[src/rtl/uart_rx_os16_pkg.sv]
// Shared definitions for the 16x-oversampling UART receiver: state encoding,
// oversample phase constants and the 3-sample majority vote.
package uart_rx_os16_pkg;

  typedef enum logic [1:0] {
    IDLE  = 2'd0,
    START = 2'd1,
    DATA  = 2'd2,
    STOP  = 2'd3
  } state_e;

  localparam int unsigned OS_RATE       = 16;
  localparam int unsigned OS_W          = $clog2(OS_RATE);
  localparam logic [3:0]  SAMPLE_FIRST  = 4'd7;
  localparam logic [3:0]  SAMPLE_DECIDE = 4'd9;
  localparam logic [3:0]  OS_LAST       = 4'd15;
  localparam logic [2:0]  BIT_LAST      = 3'd7;

  function automatic logic majority3(input logic a, input logic b, input logic c);
    return (a & b) | (a & c) | (b & c);
  endfunction

endpackage

[src/rtl/uart_os_tick.sv]
// Free-running oversample tick divider: one-clk tick every OS_DIV clocks.
// Shared between the UART receiver and transmitter.
module uart_os_tick #(
  parameter int unsigned OS_DIV = 325
) (
  input  logic clk,
  input  logic reset,
  output logic tick
);

  localparam int unsigned CW = (OS_DIV > 1) ? $clog2(OS_DIV) : 1;
  localparam logic [CW-1:0] CNT_LAST = CW'(OS_DIV - 1);

  logic [CW-1:0] cnt_q;
  logic [CW-1:0] cnt_d;

  always_comb begin
    cnt_d = (cnt_q == CNT_LAST) ? '0 : cnt_q + 1'b1;
  end

  // NOTE: sequential state uses non-blocking assignments so every flop samples
  // pre-edge values regardless of process evaluation order.
  always_ff @(posedge clk or negedge reset) begin
    if (!reset) cnt_q <= '0;
    else        cnt_q <= cnt_d;
  end

  assign tick = (cnt_q == CNT_LAST);

endmodule

[src/rtl/uart_rx_os16.sv]
// 8N1 UART receiver with 16x oversampling and 3-sample majority voting.
// Returns to IDLE mid stop bit so back-to-back frames need no idle gap.
module uart_rx_os16
  import uart_rx_os16_pkg::*;
#(
  parameter int unsigned OS_DIV = 325
) (
  input  logic       clk,
  input  logic       reset,
  input  logic       rx,
  output logic [7:0] rx_data,
  output logic       rx_valid,
  output logic       rx_status,
  output logic       frame_err,
  output logic       busy
);

  logic tick;

  uart_os_tick #(.OS_DIV(OS_DIV)) u_tick (
    .clk   (clk),
    .reset (reset),
    .tick  (tick)
  );

  logic rx_meta_q;
  logic rx_s_q;

  state_e         state_q,     state_d;
  logic           armed_q,     armed_d;
  logic [OS_W-1:0] os_cnt_q,   os_cnt_d;
  logic [2:0]     bit_cnt_q,   bit_cnt_d;
  logic [7:0]     shift_q,     shift_d;
  logic [1:0]     samp_q,      samp_d;
  logic [7:0]     rx_data_q,   rx_data_d;
  logic           rx_valid_q,  rx_valid_d;
  logic           rx_status_q, rx_status_d;
  logic           frame_err_q, frame_err_d;

  logic decide;
  logic bit_val;

  // Synchronizer flops reset high so a reset release never looks like a start edge.
  always_ff @(posedge clk or negedge reset) begin
    if (!reset) begin
      rx_meta_q <= 1'b1;
      rx_s_q    <= 1'b1;
    end else begin
      rx_meta_q <= rx;
      rx_s_q    <= rx_meta_q;
    end
  end

  assign decide  = tick && (os_cnt_q == SAMPLE_DECIDE);
  assign bit_val = majority3(samp_q[1], samp_q[0], rx_s_q);

  // NOTE: every _d gets its hold value first so no path through the case
  // leaves a variable unassigned and infers a latch.
  always_comb begin
    state_d     = state_q;
    armed_d     = armed_q;
    os_cnt_d    = os_cnt_q;
    bit_cnt_d   = bit_cnt_q;
    shift_d     = shift_q;
    samp_d      = samp_q;
    rx_data_d   = rx_data_q;
    rx_valid_d  = 1'b0;
    rx_status_d = rx_status_q;
    frame_err_d = frame_err_q;

    if (tick && state_q != IDLE) begin
      os_cnt_d = os_cnt_q + 1'b1;
      if (os_cnt_q >= SAMPLE_FIRST && os_cnt_q < SAMPLE_DECIDE) begin
        samp_d = {samp_q[0], rx_s_q};
      end
    end

    unique case (state_q)
      IDLE: begin
        if (tick) begin
          if (rx_s_q) begin
            armed_d = 1'b1;
          end else if (armed_q) begin
            state_d  = START;
            os_cnt_d = '0;
          end
        end
      end
      START: begin
        if (decide) begin
          if (bit_val) state_d     = IDLE;
          else         rx_status_d = 1'b0;
        end
        if (tick && os_cnt_q == OS_LAST) begin
          state_d   = DATA;
          bit_cnt_d = '0;
        end
      end
      DATA: begin
        if (decide) shift_d = {bit_val, shift_q[7:1]};
        if (tick && os_cnt_q == OS_LAST) begin
          if (bit_cnt_q == BIT_LAST) state_d   = STOP;
          else                       bit_cnt_d = bit_cnt_q + 1'b1;
        end
      end
      STOP: begin
        if (decide) begin
          state_d = IDLE;
          if (bit_val) begin
            rx_data_d   = shift_q;
            rx_valid_d  = 1'b1;
            rx_status_d = 1'b1;
            frame_err_d = 1'b0;
            armed_d     = 1'b1;
          end else begin
            frame_err_d = 1'b1;
            armed_d     = 1'b0;
          end
        end
      end
      default: state_d = IDLE;
    endcase
  end

  always_ff @(posedge clk or negedge reset) begin
    if (!reset) begin
      state_q     <= IDLE;
      armed_q     <= 1'b0;
      os_cnt_q    <= '0;
      bit_cnt_q   <= '0;
      shift_q     <= '0;
      samp_q      <= '0;
      rx_data_q   <= '0;
      rx_valid_q  <= 1'b0;
      rx_status_q <= 1'b0;
      frame_err_q <= 1'b0;
    end else begin
      state_q     <= state_d;
      armed_q     <= armed_d;
      os_cnt_q    <= os_cnt_d;
      bit_cnt_q   <= bit_cnt_d;
      shift_q     <= shift_d;
      samp_q      <= samp_d;
      rx_data_q   <= rx_data_d;
      rx_valid_q  <= rx_valid_d;
      rx_status_q <= rx_status_d;
      frame_err_q <= frame_err_d;
    end
  end

  assign rx_data   = rx_data_q;
  assign rx_valid  = rx_valid_q;
  assign rx_status = rx_status_q;
  assign frame_err = frame_err_q;
  assign busy      = (state_q != IDLE);

endmodule

[config.mk]
export PLATFORM = sky130hd
export DESIGN_NAME = uart_rx_os16
export DESIGN_NICKNAME = d
export VERILOG_FILES = /design/src/rtl/uart_rx_os16_pkg.sv /design/src/rtl/uart_os_tick.sv /design/src/rtl/uart_rx_os16.sv
export SDC_FILE = /design/constraint.sdc
export NUM_CORES = 1
export LEC_CHECK = 0
export BUFFER_PORTS_ARGS = -buffer_cell sky130_fd_sc_hd__buf_2
export CAP_MARGIN = 20
export CORE_MARGIN = 4
export CORE_UTILIZATION = 55
export CTS_CLUSTER_SIZE = 8
export DETAILED_ROUTE_END_ITERATION = 6
export PLACE_DENSITY = 0.74
export SLEW_MARGIN = 20
export SYNTH_ARGS = -nofsm -noshare
export SYNTH_HDL_FRONTEND = slang
export SYNTH_SLANG_ARGS = --single-unit
export TNS_END_PERCENT = 20
[constraint.sdc]
create_clock -name clk -period 2 [get_ports clk]
set_input_delay 0.2 -clock clk [delete_from_list [all_inputs] [get_ports clk]]
set_output_delay 0.2 -clock clk [all_outputs]
set_load 0.02 [all_outputs]
======== Word level (Yosys, flattened, before mapping) ========
Cells that the tools add are included.
storage, ports and cells
  register bits ........................... 42
  output and inout bits ................... 12
  bits of input ports ..................... 3
cells by class
  bitwise logic cells ..................... 5
  $add $sub $neg .......................... 3
  equal/unequal tests ..................... 21
  reductions and logical operators ........ 17
  mux-type cells .......................... 33
  $lt $le $gt $ge ......................... 2
operators by type and width
  cell                   number
  $ne A2 B2 Y1 const B   12
  $mux W4                5
  $mux W2                9
  $mux W1                11
  $add A9 B1 Y9 const B  1
  $eq A9 B9 Y1 const B   1
  $mux W3                3
  $mux W9                1
  $eq A4 B4 Y1 const B   2
  $pmux W2 S4            1
  $reduce_and A4 Y1      2
  $reduce_and A8 Y1      1
  $reduce_bool A2 Y1     4
  $ne A3 B3 Y1 const B   2
  $pmux W3 S2            1
  $reduce_and A2 Y1      3
  $reduce_and A5 Y1      1
  $add A4 B1 Y4 const B  1
  $eq A2 B2 Y1 const B   2
  $ge A4 B3 Y1 const B   1
  $logic_and A1 B1 Y1    4
  $lt A4 B4 Y1 const B   1
  $pmux W1 S2            2
  $add A3 B1 Y3 const B  1
  6 further kinds        9

======== Depth between registers and ports, before layout ========
Gate-level depths: netlist of run 1.
  depth in word-level cells ............... 7
  depth in mapped cells ................... 8
  gate-level depth less buffers ........... 6

======== Hierarchy ========
A second synthesis of run 1 with hierarchy kept.
second synthesis, totals
  cells, all modules ...................... 157
  area total of the unflattened synthesis .. 1974.4 µm²
modules (own cells, without submodules)
  module        instances  cells each  area each (µm²)
  uart_rx_os16  1          116         1550.2
  uart_os_tick  1          41          424.2

======== Worst setup path after synthesis of run 1 ========
OpenSTA, ideal clock, no wires.
  kind .................................... register to register
  start ................................... reg u_tick.cnt_q[0]
  end ..................................... reg rx_data_q[0], in the netlist rx_data[0]
  arrival ................................. 1628 ps
  library setup time ...................... 125 ps
  setup slack ............................. 248 ps
  stages on the path, launching flop included .. 7
  cells stage by stage .................... dfrtp_1 > inv_1 > ha_1 > and4b_1 > nand2_4 > nor3_4 > mux2_2
on the way
  word-level cells in the longest chain between the ends .. 3
ends and longest elaborated chain
  item                         RTL line             RTL
  start: declaration           uart_os_tick.sv:14   logic [CW-1:0] cnt_q;
  start signal: assignment     uart_os_tick.sv:25   else cnt_q <= cnt_d;
  $eq A9 B9 Y1                 uart_os_tick.sv:28   assign tick = (cnt_q == CNT_LAST);
  $logic_and A1 B1 Y1          uart_rx_os16.sv:54   assign decide = tick && (os_cnt_q == SAMPLE_DECIDE);
  $reduce_and A3 Y1 (no line)  -
  end signal: assignment       uart_rx_os16.sv:144  rx_data_q <= rx_data_d;
  end: declaration             uart_rx_os16.sv:35   logic [7:0] rx_data_q, rx_data_d;
Every way passes these cells.
A chain may end at the register's enable or synchronous reset.

======== Worst setup path after layout of run 1 ========
  start ................................... reg u_tick.cnt_q[0]
  end ..................................... reg samp_q[1]
on the way
  word-level cells in the longest chain between the ends .. 3
ends and longest elaborated chain
  item                         RTL line             RTL
  $eq A9 B9 Y1                 uart_os_tick.sv:28
  $logic_and A1 B1 Y1          uart_rx_os16.sv:71   if (tick && state_q != IDLE) begin
  $reduce_and A2 Y1 (no line)  -
  end signal: assignment       uart_rx_os16.sv:143  samp_q <= samp_d;
  end: declaration             uart_rx_os16.sv:34   logic [1:0] samp_q, samp_d;
Every way passes these cells.

==> flow_summary.toml, run 1 <==
[outcome]
result_of_the_run = "completed"

[cts]
number_of_buffers_added_by_the_clock_tree_synthesis_step = 5
clk_transition_reported_paths_ns = 0.13
post-cts-setup-buffer-count = 0
cts_root_buffer = "sky130_fd_sc_hd__clkbuf_4"
ctsLongestPathBuffers = 2
cts_hold_repair_buffers = 2
htree_num_levels = 2
tritoncts_num_sinks = 42
clk-insertion-delay-late_ns = 0.35
tritoncts = "built"
cts-resized-gates = 0

[critical_path]
worst_setup_path_endpoint = "samp_q[1]$_DFFE_PN0P_"
worst_setup_path_end_kind = "register"
crit_required_ns = 2.23
slowest_stage = "sky130_fd_sc_hd__dfrtp_1"
worst-r2r-setup-slack_ns = 0.11
max_fo_critical_path = 7
setup.worst_path.start = "u_tick.cnt_q[0]$_DFF_PN0_"
worst-endpoint-arrival_ns = 2.12
slowest_delay_ns = 0.43
path_class = "register to register"
reg2reg_to = "samp_q[1]$_DFFE_PN0P_"
critical_path.cell_chain = "inv_1, ha_1, and4b_1, and2_2, and3_1, mux2_2"
r2r_start = "u_tick.cnt_q[0]$_DFF_PN0_"
startpoint_type = "register"
r2r.worst_path.cells = 6

[drt]
drt_wl_total_um = 3440
dr.pass1.iters = 4
drc_errors = 0
antenna_left = 0
viasPerCell = 5.52
drt-wirelength-per-cell_um = 14.8
detailedRoute.firstIterationViolations = 62
num_vias = 1281

[sta]
tns_ns = 0
max_slew.worst_pin.slew_ns = 0.415
max_freq_ghz = 0.530
final_max_slew_viol_count = 0
grt_setup_unrepaired = "false"
slew_headroom_pct = 72.3
setup_slack_ns = 0.114
holdWs_ns = 0.298
hold_viol_final = 0
setup_viol = 0
fin_crit_sh_pct = 94.3
clock-skew-final_ns = 0.0126
fin_crit_ns = 1.89

[synthesis]
synth_sequential_area_ratio_pct = 54.2
syn-instance-count = 161
ys_seq_elements = 42
netlist_area_um2 = 1940
synth.distinct_cells = 35
mappedNetlistNets = 171
syn_area_per_cell_um2 = 12.1
yosysWarningCount = 0

[final_layout]
syn_to_final_growth_pct = 13.1
drive_above_1_share_pct = 30.6
nets_final = 195
antenna_cells_inserted = 0

[placement]
globalplace.congestion = 0.898
place_ws_ns = 0.135
place_hpwl_um = 2520
port_buffers = 14

[power_and_ir_drop]
leakage_uw = 0.00114
worst_ir_drop_on_vdd_mv = 0.449
power.density_cell_area_nw_per_um2 = 584

[global_routing]
pin_count_of_the_biggest_net_entering_global_routing = 25
grt_pass1_wl_um = 6220
antenna_found_initial = 0
grt-ovfl-total = 0
number_of_global_route_vias_before_repair = 1369
grt_util_all_layers_pct = 18.7

[run]
max-cap-violations = 0

[die]
die_area_um2 = 4550
total_core_area_um2 = 3360
die_width_um = 67.4
die_height_um = 67.4
fp-row-count = 21
floorplan.initialDensity_pct = 57.8
floorplan.io_pins = 15

[min_path]
hold_path_class = "input pin to asynchronous set/reset pin"
-- layout make-up --
class | instances | area, um^2
Tap cell | 46 | 57.6
Fill cell | 266 | 1160
Clock buffer | 6 | 41.3
Timing Repair Buffer | 23 | 168
Sequential cell | 42 | 1050
Clock inverter | 2 | 13.8
Multi-Input combinational cell | 108 | 846
Inverter | 5 | 18.8
-- worst min path at each step --
stage	endpoint	depth (start not counted)
6_report	rx_status$_DFFE_PN0P_	2
3_5_place_dp	u_tick.cnt_q[4]$_DFF_PN0_	1
4_1_cts	rx_status$_DFFE_PN0P_	2
2_1_floorplan	asynchronous set/reset pin	0
5_1_grt	u_tick.cnt_q[4]$_DFF_PN0_	2
3_3_place_gp	u_tick.cnt_q[4]$_DFF_PN0_	1
-- metal layers --
| layer | wire length, um | up-vias | GRT usage [%] |
|---|---|---|---|
| li1 | - | 611 | - |
| met4 | 72 | 0 | 10.6 |
| met3 | 108 | 9 | 3.83 |
| met2 | 1720 | 30 | 29.4 |
| met5 | 0 | - | 0 |
| met1 | 1540 | 631 | 24.1 |
-- synthesized netlist by cell type (all sizes together) --
cell / number / area share (%)
a22o: 3 / 1.4
and2: 4 / 1.4
o22ai: 1 / 0.32
nand4: 2 / 0.64
dfstp: 2 / 2.7
mux2: 20 / 12
nand3: 8 / 2.1
a21oi: 4 / 1.0
o211ai: 2 / 0.77
nor3: 2 / 1.7
o21ai: 5 / 1.3
ha: 7 / 4.5
a31oi: 1 / 0.32
nand3b: 2 / 0.77
and3: 6 / 2.0
nor2: 11 / 2.1
buf: 2 / 0.52
nand2: 10 / 2.3
nand2b: 2 / 0.64
clkbuf: 4 / 0.77
xnor2: 4 / 1.8
nor2b: 2 / 0.64
maj3: 1 / 0.52
inv: 5 / 0.97
xor2: 3 / 1.4
nor4: 1 / 0.32
nor4b: 1 / 1.2
dfrtp: 40 / 52
mux2i: 1 / 0.52
and3b: 1 / 0.45
o2bb2ai: 3 / 1.4
and4b: 1 / 0.52
-- logic make-up (layout without fill, tap and decap cells) --
family          Yosys count  in the layout  synth area share [%]
flops                    42             42                  54.2
compound gates           19             19                  6.44
simple gates             53             53                  16.8
xor+xnor                  7              7                  3.16
mux                      21             21                  12.1
buf+inv                  11             36                  2.25
fa+ha+maj                 8              8                  5.02
-- power by group --
| group | internal (uW) | switching (uW) |
|---|---|---|
| registers | 853 | 1.23 |
| logic | 6.20 | 16.8 |
| clock network | 138 | 268 |
-- registers in the layout (all words and copies together), names as in the netlist, named ones only --
signal        flops
u_tick.cnt_q      9
rx_data           8
shift_q           8
os_cnt_q          4
bit_cnt_q         3
samp_q            2
armed_q           1
frame_err         1
rx_meta_q         1
rx_s_q            1
rx_status         1
rx_valid          1
state_q           1
-- cells in the final DEF (no fill, tap or decap), types with 2 or more instances in the layout --
master / n
sky130_fd_sc_hd__dfstp_2: 2
sky130_fd_sc_hd__nand3b_1: 2
sky130_fd_sc_hd__buf_12: 2
sky130_fd_sc_hd__nand4_1: 2
sky130_fd_sc_hd__and3_1: 5
sky130_fd_sc_hd__nand2b_1: 2
sky130_fd_sc_hd__clkbuf_4: 5
sky130_fd_sc_hd__buf_2: 14
sky130_fd_sc_hd__and2_1: 2
sky130_fd_sc_hd__ha_1: 7
sky130_fd_sc_hd__nor3_4: 2
sky130_fd_sc_hd__o211ai_1: 2
sky130_fd_sc_hd__nand3_1: 8
sky130_fd_sc_hd__o2bb2ai_1: 3
sky130_fd_sc_hd__and2_2: 2
sky130_fd_sc_hd__inv_1: 5
sky130_fd_sc_hd__a21oi_1: 4
sky130_fd_sc_hd__xor2_1: 3
sky130_fd_sc_hd__buf_4: 5
sky130_fd_sc_hd__xnor2_1: 4
sky130_fd_sc_hd__dlygate4sd3_1: 2
sky130_fd_sc_hd__a22o_1: 3
sky130_fd_sc_hd__nand2_1: 9
sky130_fd_sc_hd__o21ai_0: 5
sky130_fd_sc_hd__nor2_1: 11
sky130_fd_sc_hd__nor2b_1: 2
sky130_fd_sc_hd__mux2_2: 20
sky130_fd_sc_hd__dfrtp_1: 40
-- stage by stage --
step	area [um^2]	utilization, %	std cells	total power, uW
after floorplan	1940	-	161	871
after global placement	2120	63.1	222	891
after detailed placement	2120	63.1	222	892
after CTS	2200	65.4	232	1310
after global routing	2200	65.4	232	1340
final	2200	65.4	232	1280
-- critical path, delay by kind of cell, from the launching register on --
kind	cells	cell delay, ns
adders and majority gates	1	0.15
DFF	1	0.43
buffers and inverters	1	0.08
and+or+nand+nor	3	0.77
muxes	1	0.35
Power figures use the tool's default switching activity.
==> run 2: changes to the inputs <==
--- a/config.mk
+++ b/config.mk
@@ -6,10 +6,9 @@
 export NUM_CORES = 1
 export LEC_CHECK = 0
 export BUFFER_PORTS_ARGS = -buffer_cell sky130_fd_sc_hd__buf_2
-export CAP_MARGIN = 20
 export CORE_MARGIN = 4
 export CORE_UTILIZATION = 55
-export CTS_CLUSTER_SIZE = 8
+export CTS_CLUSTER_SIZE = 14
 export DETAILED_ROUTE_END_ITERATION = 6
 export PLACE_DENSITY = 0.74
 export SLEW_MARGIN = 20
==> constraint.sdc (replaced) <==
create_clock -name clk -period 2.3 [get_ports clk]
set_input_delay 0.23 -clock clk [delete_from_list [all_inputs] [get_ports clk]]
set_output_delay 0.23 -clock clk [all_outputs]
set_load 0.02 [all_outputs]
==> flow_summary.toml, run 2 (same netlist as run 1, synthesis figures left out) <==
[outcome]
result_of_the_run = "complete, but fails checks"
failed_checks = "negative hold slack"

[critical_path]
slowest_delay_ns = 0.44
startpoint_type = "register"
worst_setup_path_end_kind = "register"
path_class = "register to register"
slowest_stage = "sky130_fd_sc_hd__nor3_4"
max_fo_critical_path = 9
crit_required_ns = 2.55
critical_path.cell_chain = "inv_1, ha_1, and4b_1, nand2_4, nor3_4, mux2_2"
worst-endpoint-arrival_ns = 2.25

[min_path]
hold_path_class = "input pin to asynchronous set/reset pin"

[sta]
max_slew.worst_pin.slew_ns = 0.890
max_freq_ghz = 0.499
fin_crit_ns = 2.00
slew_headroom_pct = 40.7
fin_crit_sh_pct = 87.1
grt_setup_unrepaired = "false"
hold_viol_final = 14
holdWs_ns = -0.0145
final_max_slew_viol_count = 0
tns_ns = 0
setup_viol = 0
clock-skew-final_ns = 0.0156

[cts]
number_of_buffers_added_by_the_clock_tree_synthesis_step = 5
cts-resized-gates = 0
clk_transition_reported_paths_ns = 0.13
cts_root_buffer = "sky130_fd_sc_hd__clkbuf_4"
htree_num_levels = 2
tritoncts_num_sinks = 42
clk-insertion-delay-late_ns = 0.35
ctsLongestPathBuffers = 2
post-cts-setup-buffer-count = 0
cts_hold_repair_buffers = 1
tritoncts = "built"

[global_routing]
antenna_found_initial = 0
grt_pass1_wl_um = 5970
number_of_global_route_vias_before_repair = 1303
grt-ovfl-total = 0
grt_util_all_layers_pct = 17.9
pin_count_of_the_biggest_net_entering_global_routing = 43

[drt]
drc_errors = 0
detailedRoute.firstIterationViolations = 56
dr.pass1.iters = 4
viasPerCell = 5.60
antenna_left = 0
drt_wl_total_um = 3320
drt-wirelength-per-cell_um = 14.8
num_vias = 1260

[run]
max-cap-violations = 0

[placement]
port_buffers = 14
detailed_place.area_um2 = 2050
globalplace.congestion = 0.854
place_hpwl_um = 2400

[die]
die_height_um = 67.4
die_area_um2 = 4550
fp-row-count = 21
die_width_um = 67.4
floorplan.io_pins = 15
total_core_area_um2 = 3360
floorplan.initialDensity_pct = 57.8

[final_layout]
layout_commonest_cell = "sky130_fd_sc_hd__dfrtp_1"
antenna_cells_inserted = 0
finalCoreUtilization_pct = 63.0
nets_final = 188
drive_above_1_share_pct = 29.1
syn_to_final_growth_pct = 9.08
final.fill_count = 294
final_cell_area_um2 = 2120
ff_latch_area_um2 = 1050
multi_input_area_um2 = 846
number_of_flip_flops_under_the_largest_register_name = 9
registers.top_by_ff_count = "u_tick.cnt_q"
most-common-layout-cells = "sky130_fd_sc_hd__dfrtp_1, sky130_fd_sc_hd__mux2_2, sky130_fd_sc_hd__buf_2"

[power_and_ir_drop]
clock_power_share_pct = 32.0
cell_internal_pwr_uw = 864
leakage_uw = 0.00110
pwr-share-comb_pct = 1.5
power.switching_uw = 253
power.density_cell_area_nw_per_um2 = 527
seqPwrFrac_pct = 66.5
switching_share_pct = 22.6
worst_ir_drop_on_vdd_mv = 0.499
[run 2: cell count changes in the layout (fill, tap and decap cells not counted), sizes merged]
cell | previous run | this run
clkbuf | 6 | 5
dlygate4sd3 | 2 | 1
inv | 5 | 6
buf | 21 | 15
[run 2: layer usage]
layer / share of wire [%] / track usage, % / vias up
met4: 1.4 / 8.10 / 0
met3: 5.1 / 5.66 / 4
met5: 0 / 0 / -
met1: 44 / 21.9 / 621
met2: 50 / 28.7 / 36
li1: - / - / 599
[run 2: layout make-up]
type,count,share of cell area [%]
clock buffer,5,1.77
clock inverter,3,0.885
inverter,5,0.885
multi-input combinational,108,39.9
sequential,42,49.7
tap,46,2.72
timing repair buffer,16,4.13
[run 2: final timing paths]
kind                                            from                         to  slack [ns]  cells past startpoint
setup / recovery           u_tick.cnt_q[0]$_DFF_PN0_     rx_data[0]$_DFFE_PN0P_        0.30                      6
hold / removal                                 reset  u_tick.cnt_q[7]$_DFF_PN0_       -0.01                      1
setup reg to reg           u_tick.cnt_q[0]$_DFF_PN0_     rx_data[0]$_DFFE_PN0P_        0.30                      6
hold reg to reg                  rx_meta_q$_DFF_PN1_           rx_s_q$_DFF_PN1_        0.36                      0
max in group asynchronous                      reset      os_cnt_q[2]$_DFF_PN0_        1.75                      1
min in group clk                 rx_meta_q$_DFF_PN1_           rx_s_q$_DFF_PN1_        0.36                      0
[run 2: critical path: cells and delay by family, from the launching register on]
family | cells | cell delay (ns)
and+or+nand+nor | 3 | 0.86
adders and majority gates | 1 | 0.14
buffers and inverters | 1 | 0.09
muxes | 1 | 0.39
DFF | 1 | 0.43
[run 2: metrics by stage]
stage / worst slack [ns] / std cells / power, uW
4_1_cts: 0.260 / 225 / 1130
2_1_floorplan: 0.548 / 161 / 758
6_report: 0.296 / 225 / 1120
5_1_grt: 0.188 / 225 / 1170
3_5_place_dp: 0.281 / 216 / 774
3_3_place_gp: 0.381 / 216 / 773
[run 2: power groups by stage]
stage,logic [uW],registers [uW],clock network [uW]
after detailed placement,17.3,757,0
after global placement,16.5,757,0
after global routing,20.9,743,405
after CTS,18.7,743,370
after floorplan,1.24,756,0
final,17.2,743,357
